`src/rtl/cla_pipe_adder.sv`:
```
// cla_pipe_adder: pipelined carry-lookahead adder/subtractor.
// One 4-bit lookahead group is resolved per stage. Unconsumed operand slices
// travel forward with the group carry, and finished sum slices ride along in
// the same vector, so the result leaves aligned from the last stage.
// Valid/ready handshake on both ends; a stalled output freezes the whole pipe.
module cla_pipe_adder #(
   parameter int WIDTH = 16
) (
   input  logic             clk,
   input  logic             rst,
   input  logic             in_valid,
   output logic             in_ready,
   input  logic [WIDTH-1:0] a,
   input  logic [WIDTH-1:0] b,
   input  logic             cin,
   input  logic             sub,
   output logic             out_valid,
   input  logic             out_ready,
   output logic [WIDTH-1:0] sum,
   output logic             cout,
   output logic             ovf
);

   localparam int NGRP = WIDTH / 4;
   localparam int LAST = NGRP - 1;

   if ((WIDTH % 4) != 0 || WIDTH < 4) begin : g_bad_width
      $error("cla_pipe_adder: WIDTH must be a positive multiple of 4");
   end

   // Two-level lookahead for one 4-bit group: every carry is a flat
   // sum-of-products of g/p/c0, with no ripple between bit positions.
   // Returns {group carry-out, group sum}.
   function automatic logic [4:0] cla4(input logic [3:0] p,
                                       input logic [3:0] g,
                                       input logic       c0);
      logic [4:0] c;
      c[0] = c0;
      c[1] = g[0] | (p[0] & c0);
      c[2] = g[1] | (p[1] & g[0]) | (p[1] & p[0] & c0);
      c[3] = g[2] | (p[2] & g[1]) | (p[2] & p[1] & g[0])
           | (p[2] & p[1] & p[0] & c0);
      c[4] = g[3] | (p[3] & g[2]) | (p[3] & p[2] & g[1])
           | (p[3] & p[2] & p[1] & g[0]) | (p[3] & p[2] & p[1] & p[0] & c0);
      return {c[4], p ^ c[3:0]};
   endfunction

   // A held result that downstream refuses freezes every stage at once.
   logic stall;
   assign stall    = out_valid && !out_ready;
   assign in_ready = !stall;

   for (genvar k = 0; k < NGRP; k++) begin : g_stage
      localparam int LO = 4 * k;

      // Stage input: x_in holds finished sum bits below LO and operand A from
      // LO upward; y_in holds the effective B bits not yet consumed.
      logic [WIDTH-1:0]  x_in;
      logic [WIDTH-1:LO] y_in;
      logic              c_in;
      logic              v_in;
      logic [WIDTH-1:0]  x_nx;
      logic              c_nx;
      logic [4:0]        grp;

      // Resolve group k and splice its sum bits over the operand A slice.
      always_comb begin
         // NOTE: x_nx gets a full default before the partial overwrite so no
         // bit is left unassigned on any path and no latch is inferred.
         x_nx = x_in;
         grp  = cla4(x_in[LO+3:LO] ^ y_in[LO+3:LO],
                     x_in[LO+3:LO] & y_in[LO+3:LO], c_in);
         x_nx[LO+3:LO] = grp[3:0];
         c_nx = grp[4];
      end

      if (k == 0) begin : g_head
         assign x_in = a;
         assign y_in = sub ? ~b : b;
         assign c_in = cin ^ sub;
         assign v_in = in_valid;
      end else begin : g_reg
         // Stage register between group k-1 and group k; holds on stall.
         always_ff @(posedge clk) begin
            // NOTE: only the valid bit is reset; data registers are qualified
            // by it, so clearing them would cost reset fan-out for nothing.
            if (rst) begin
               v_in <= 1'b0;
            end else if (!stall) begin
               // NOTE: non-blocking assignments keep every stage sampling the
               // previous stage's pre-edge value, independent of block order.
               v_in <= g_stage[k-1].v_in;
               x_in <= g_stage[k-1].x_nx;
               y_in <= g_stage[k-1].y_in[WIDTH-1:LO];
               c_in <= g_stage[k-1].c_nx;
            end
         end
      end
   end

   // Output register: data loads only with a real result, so bubbles and
   // post-reset idle cycles leave sum/cout/ovf untouched.
   always_ff @(posedge clk) begin
      if (rst) begin
         out_valid <= 1'b0;
         sum       <= '0;
         cout      <= 1'b0;
         ovf       <= 1'b0;
      end else if (!stall) begin
         out_valid <= g_stage[LAST].v_in;
         if (g_stage[LAST].v_in) begin
            sum  <= g_stage[LAST].x_nx;
            cout <= g_stage[LAST].c_nx;
            ovf  <= (g_stage[LAST].x_in[WIDTH-1] == g_stage[LAST].y_in[WIDTH-1])
                 && (g_stage[LAST].x_nx[WIDTH-1] != g_stage[LAST].x_in[WIDTH-1]);
         end
      end
   end

endmodule

```
`config.mk`:
```
export PLATFORM = sky130hd
export DESIGN_NAME = cla_pipe_adder
export DESIGN_NICKNAME = d
export VERILOG_FILES = /design/src/rtl/cla_pipe_adder.sv
export SDC_FILE = /design/constraint.sdc
export NUM_CORES = 1
export LEC_CHECK = 0
export BUFFER_PORTS_ARGS = -buffer_cell sky130_fd_sc_hd__clkbuf_2
export CORE_ASPECT_RATIO = 1.25
export CORE_MARGIN = 2
export CORE_UTILIZATION = 52
export CTS_BUF_LIST = sky130_fd_sc_hd__clkbuf_2 sky130_fd_sc_hd__clkbuf_4 sky130_fd_sc_hd__clkbuf_8
export DETAILED_ROUTE_END_ITERATION = 8
export HOLD_SLACK_MARGIN = 0.08
export PLACE_DENSITY_LB_ADDON = 0.2
export SLEW_MARGIN = 20
export SYNTH_ARGS = -nofsm -noshare
export SYNTH_HDL_FRONTEND = slang
export SYNTH_SLANG_ARGS = --single-unit
```
`constraint.sdc`:
```
create_clock -name clk -period 6.5 [get_ports clk]
set_input_delay 1.3 -clock clk [delete_from_list [all_inputs] [get_ports clk]]
set_output_delay 1.3 -clock clk [all_outputs]
set_load 0.005 [all_outputs]
```
# After elaboration in Yosys (flattened, before gate mapping)
# Cells that the tools add are included.
# op_classes
eq_ne	2
mux	1
n_bitwise	120
reduce_logical	6
# op_table
operator	count
$and 1x1->1	64
$or 1x1->1	40
$xor 4x4->4	8
$and 4x4->4	4
$mux 16	1
$not 16->16	1
$reduce_and 2->1	2
$logic_and 1x1->1	2
$logic_not 1->1	2
$not 1->1	2
$eq 1x1->1	1
$ne 1x1->1	1
$xor 1x1->1	1
# totals
register_bits	97
out_inout_bits	20
wordCells	145

# Longest topological paths before layout
# depth
word_depth	8
ltp_mapped	8
mapped_depth_nobuf	6

# Worst setup path before layout
# Ideal clock, no wire load.
# synth_path
path_type	input-to-reg
from	input rst
to	register g_stage[1].c_in, enable pin
setup_time_ps	509
t_arrival_ps	4832
t_required_ps	5991
slack_ps	1159
cell_stages	3
path_buffers	2
cell_sequence	clkbuf_1 > clkbuf_1 > nor2_1
# synth_between
elab_chain_cells	2
# synth_lines
item	line	text
start, declared	10	input logic rst,
$not 1->1 (no line)	--	
$reduce_and 2->1 (no line)	--	
end signal, assigned	95	c_in <= g_stage[k-1].c_nx;
end, declared	60	logic c_in;
# Every way passes these cells.
# A chain may end at the register's enable or synchronous reset.

# Worst setup path in the final report
# layout_path
from	input out_ready
to	output in_ready
# layout_between
elab_chain_cells	3
# layout_lines
item	line	text
start, declared	18	input logic out_ready,
$logic_not 1->1	50	assign stall = out_valid && !out_ready;
$logic_and 1x1->1	50	
$logic_not 1->1	--	
end, declared	12	output logic in_ready,
# Every way passes these cells.

==> summary by stage <==
CTS
After clock tree synthesis, the setup repair step added 0 buffers. The clock tree synthesis step divided the H-tree into 3 levels. The number of clock sinks seen by CTS is 97. At the later pin of the worst-skew pair, clock insertion delay measures 0.35 ns. The clock slew seen by the registers of the worst setup and hold paths is 0.10 ns.

Clock tree synthesis inserted a total of 9 buffers. TritonCTS built the clock tree. The number of gates resized after CTS is 0. Buffers inserted to repair hold after CTS numbered 0.

The cell chosen for the clock root is clkbuf_8. The longest clock path from root to sink contains 2 buffers.

Final layout
The area of the multi-input gates is 1010 um2. The share of layout cells above drive strength 1 is 25.1%. At the end of the flow the core is filled with cells to 62.7%.

The area used by sequential logic in the layout is 2690 um2. The repair_antennas step left the layout with diodes totalling 0. The signed area change from the synthesized netlist to the final layout is 16.1%. The number of fill cells is 551.

After the last flow step, the layout net total stands at 376.

Run
The max-capacitance violation count is 0.

Power and ir drop
The maximum resistive drop on vdd is 0.000235 V. In this run the power density over the cells is 289 nW/um2. The net switching power is 0.271 mW. The sequential cell fraction of total power is 58.5%. Combinational logic burns 8.3% of the power. The leakage power of the design is 1.75 nW. Net switching is 21.3% of the power.

In this run, the clock network consumes 33.2% of the power. The internal power of the cells totals 0.999 mW. Power comes to 1.27 mW.

Timing
Static timing analysis puts the maximum clock frequency at 0.321 GHz. Setup violations remaining at the end of the flow were counted as 0. Setup repair after global routing left no endpoint under its margin. The clock period minus final worst setup slack is 3.11 ns.

The share of the cycle needed by the critical path after routing is 47.9%. The worst pin sits at a relative slew slack of 64.0%. The number of hold-slack violations in the final timing report is 0. The minimum setup slack in the final design is 3.39 ns.

Across all hold checks on the routed design, the worst slack comes to 0.412 ns. The number of pins with negative max-slew slack in the final report came to 0. At the pin with the least slew margin, the transition time is 0.540 ns.

On the final layout, the worst clock skew is 0.0151 ns. The setup TNS is 0 ns.

Synth
The number of nets in the synthesized netlist is 314. The flip-flop and latch count after synthesis is 97. Yosys mapped the design onto 33 distinct sky130hd cell types. Yosys attributes the largest share of cell area to edfxtp_1 59%, dfxtp_1 12%, ha_1 5.3%, xor2_1 4.6%, nand2_1 3.4%. The largest area contributor in the synthesized netlist is edfxtp_1. The mapped netlist covers 3790 um2. The number of warning messages in the yosys log is 0. Dividing the synthesized area by the synthesized cell count gives 14.8 um2. Synthesis produced 256 cells.

The area share of the largest cell type after synthesis is 59.4%. The post-synthesis sequential area ratio is 71.0%.

Route
In this run, the number of DRC markers left after iteration 0 of detailed routing was 70. The wire length reported by the detailed router is 4910 um. The per-cell routed wire length is 11.9 um.

In the routed layout, each cell is associated on average with a via count of 4.86. For this run, the detailed router's first-pass iteration total came to 4. Summing over every cut layer, the via total after detailed routing is 2,009.

In this run the remaining antenna-violating nets after routing total 0. For this run, design rule violations remaining after detail routing come to 0.

Floorplan
Pin placement for this block handled 58 I/O pins. The die covers 7990 um2. The initialized floorplan defines 34 standard-cell rows. The die outline height is 99.5 um. The chip width is 80.4 um. The effective utilization at floorplan is 54.0%.

The standard cell core area is 7020 um2.

Critical path
The number of cells traversed by the worst register-to-register path is 4. Traced cell by cell, the critical path runs through clkbuf_2, nor2b_4, inv_6, clkbuf_2. In this run the number of cells on the critical path is 4.

The slowest stage of the critical path belongs to the cell nor2b_4. The worst path arrival time is 1.81 ns. The number of buffers and inverters on the critical path is 3.

The kind of cell with the highest combined delay along the critical path is buffers and inverters. The worst setup path is captured at an output port. The highest net fanout along the worst path is 6. The type of origin of the critical path is a primary input. The largest stage delay on the critical path is 0.23 ns. The required arrival time at the worst endpoint is 5.20 ns. The cell repeated most along the worst path is clkbuf_2. The setup path with the least slack is of type in -> out.

Min path
In this run the worst hold path is classified as reg -> reg. The depth of the worst hold-timing path is 0.

Status
The flow ran to the end, and the final reports show no timing, DRC or antenna violations.

GRT
Entering global routing, the biggest net connects 45 pins. The via count of the first global-routing pass is 1,951. The overall routing resource usage is 13.7%. The first global-routing pass estimated 8250 um of wire. The residual overflow from global routing is 0. The number of antenna violations at the first check in global routing is 0.

Placed design
The count of buffers added on input and output ports is 57. Routability-driven placement finished with a final weighted congestion of 0.765. The detailed placer's ending HPWL is 3340 um. OpenSTA, run right after detailed placement, puts the worst setup slack at 2.96 ns.
-- worst register-to-register path, cell delays in order, from the launching register on --
cell and delay (ns):
dfxtp_1 0.32, nor2b_4 0.16, nor2_4 0.40, buf_16 0.25
buf_4 0.39
-- logic make-up (layout without fill, tap and decap cells) --
logic type / Yosys count / count (layout) / synth area share (%)
AND/OR/NAND/NOR: 56 / 56 / 7.10
XOR/XNOR: 27 / 27 / 6.24
adder cells (fa/ha/maj): 20 / 20 / 7.39
AO/OA/AOI/OAI: 37 / 37 / 5.74
buffers and inverters: 19 / 86 / 2.51
flip-flops: 97 / 97 / 71.0
-- registers in the layout, summed over array words and instances, names as in the netlist --
| signal | cells |
|---|---|
| out_valid | 1 |
| ovf | 1 |
| g_stage.v_in | 3 |
| g_stage.x_in | 48 |
| sum | 16 |
| g_stage.y_in | 24 |
| g_stage.c_in | 3 |
| cout | 1 |
-- cells in the mapped netlist --
cell / n
a211oi_1: 2
a21o_1: 5
a21oi_1: 21
a311o_1: 1
a41oi_1: 1
and2_4: 1
buf_2: 3
buf_6: 2
clkbuf_1: 3
dfxtp_1: 22
edfxtp_1: 75
fa_1: 4
ha_1: 16
inv_1: 10
inv_6: 1
nand2_1: 34
nand2_4: 1
nand2b_1: 1
nand3_1: 2
nand3b_1: 2
nand4b_1: 1
nor2_1: 9
nor2b_4: 1
nor3_1: 1
nor3b_2: 1
nor4b_1: 1
o21ai_0: 3
o21ai_1: 1
o21bai_1: 2
o22ai_1: 1
or4_1: 1
xnor2_1: 7
xor2_1: 20
-- layout by cell type, fill, tap and decap left out, drive strengths merged, types with 7 or more instances in the layout --
| master | count |
|---|---|
| dfxtp | 22 |
| nand2 | 35 |
| a21oi | 21 |
| inv | 14 |
| ha | 16 |
| clkbuf | 67 |
| xor2 | 20 |
| nor2 | 9 |
| xnor2 | 7 |
| edfxtp | 75 |
-- path summary, 6_finish.rpt --
path                                          from                 end  slack (ns)
worst max-delay path                     out_ready            in_ready        3.39
worst min-delay path            g_stage[2].x_in[4]  g_stage[3].x_in[4]        0.41
worst max register to register           out_valid  g_stage[1].y_in[7]        4.64
worst min register to register  g_stage[2].x_in[4]  g_stage[3].x_in[4]        0.41
-- power by group through the flow --
stage	Sequential [mW]	Combinational, mW	Clock (mW)
2_1_floorplan	0.755	0.0740	0
3_3_place_gp	0.755	0.100	0
3_5_place_dp	0.758	0.105	0
4_1_cts	0.744	0.106	0.434
5_1_grt	0.748	0.122	0.458
6_report	0.743	0.106	0.422
-- through the flow --
stage,std cells,area (um2)
after CTS,412,4380
final,413,4400
after floorplan,256,3790
after global placement,396,4160
after global routing,413,4400
after detailed placement,396,4160
-- routing by layer --
layer,part of all wire (%),global-route usage [%]
met1,45,16.1
met2,48,22.6
met3,4.4,2.81
met4,2.6,9.00
met5,0,0
-- cell type report --
class	instances	share of cell area, %
clock buffer	10	2.98
clock inverter	6	2.02
inverter	11	1.05
multi-input combinational	140	23.0
sequential	97	61.2
tap	90	2.56
timing repair buffer	59	7.27
Note: power is estimated with default switching activity, not from simulation.
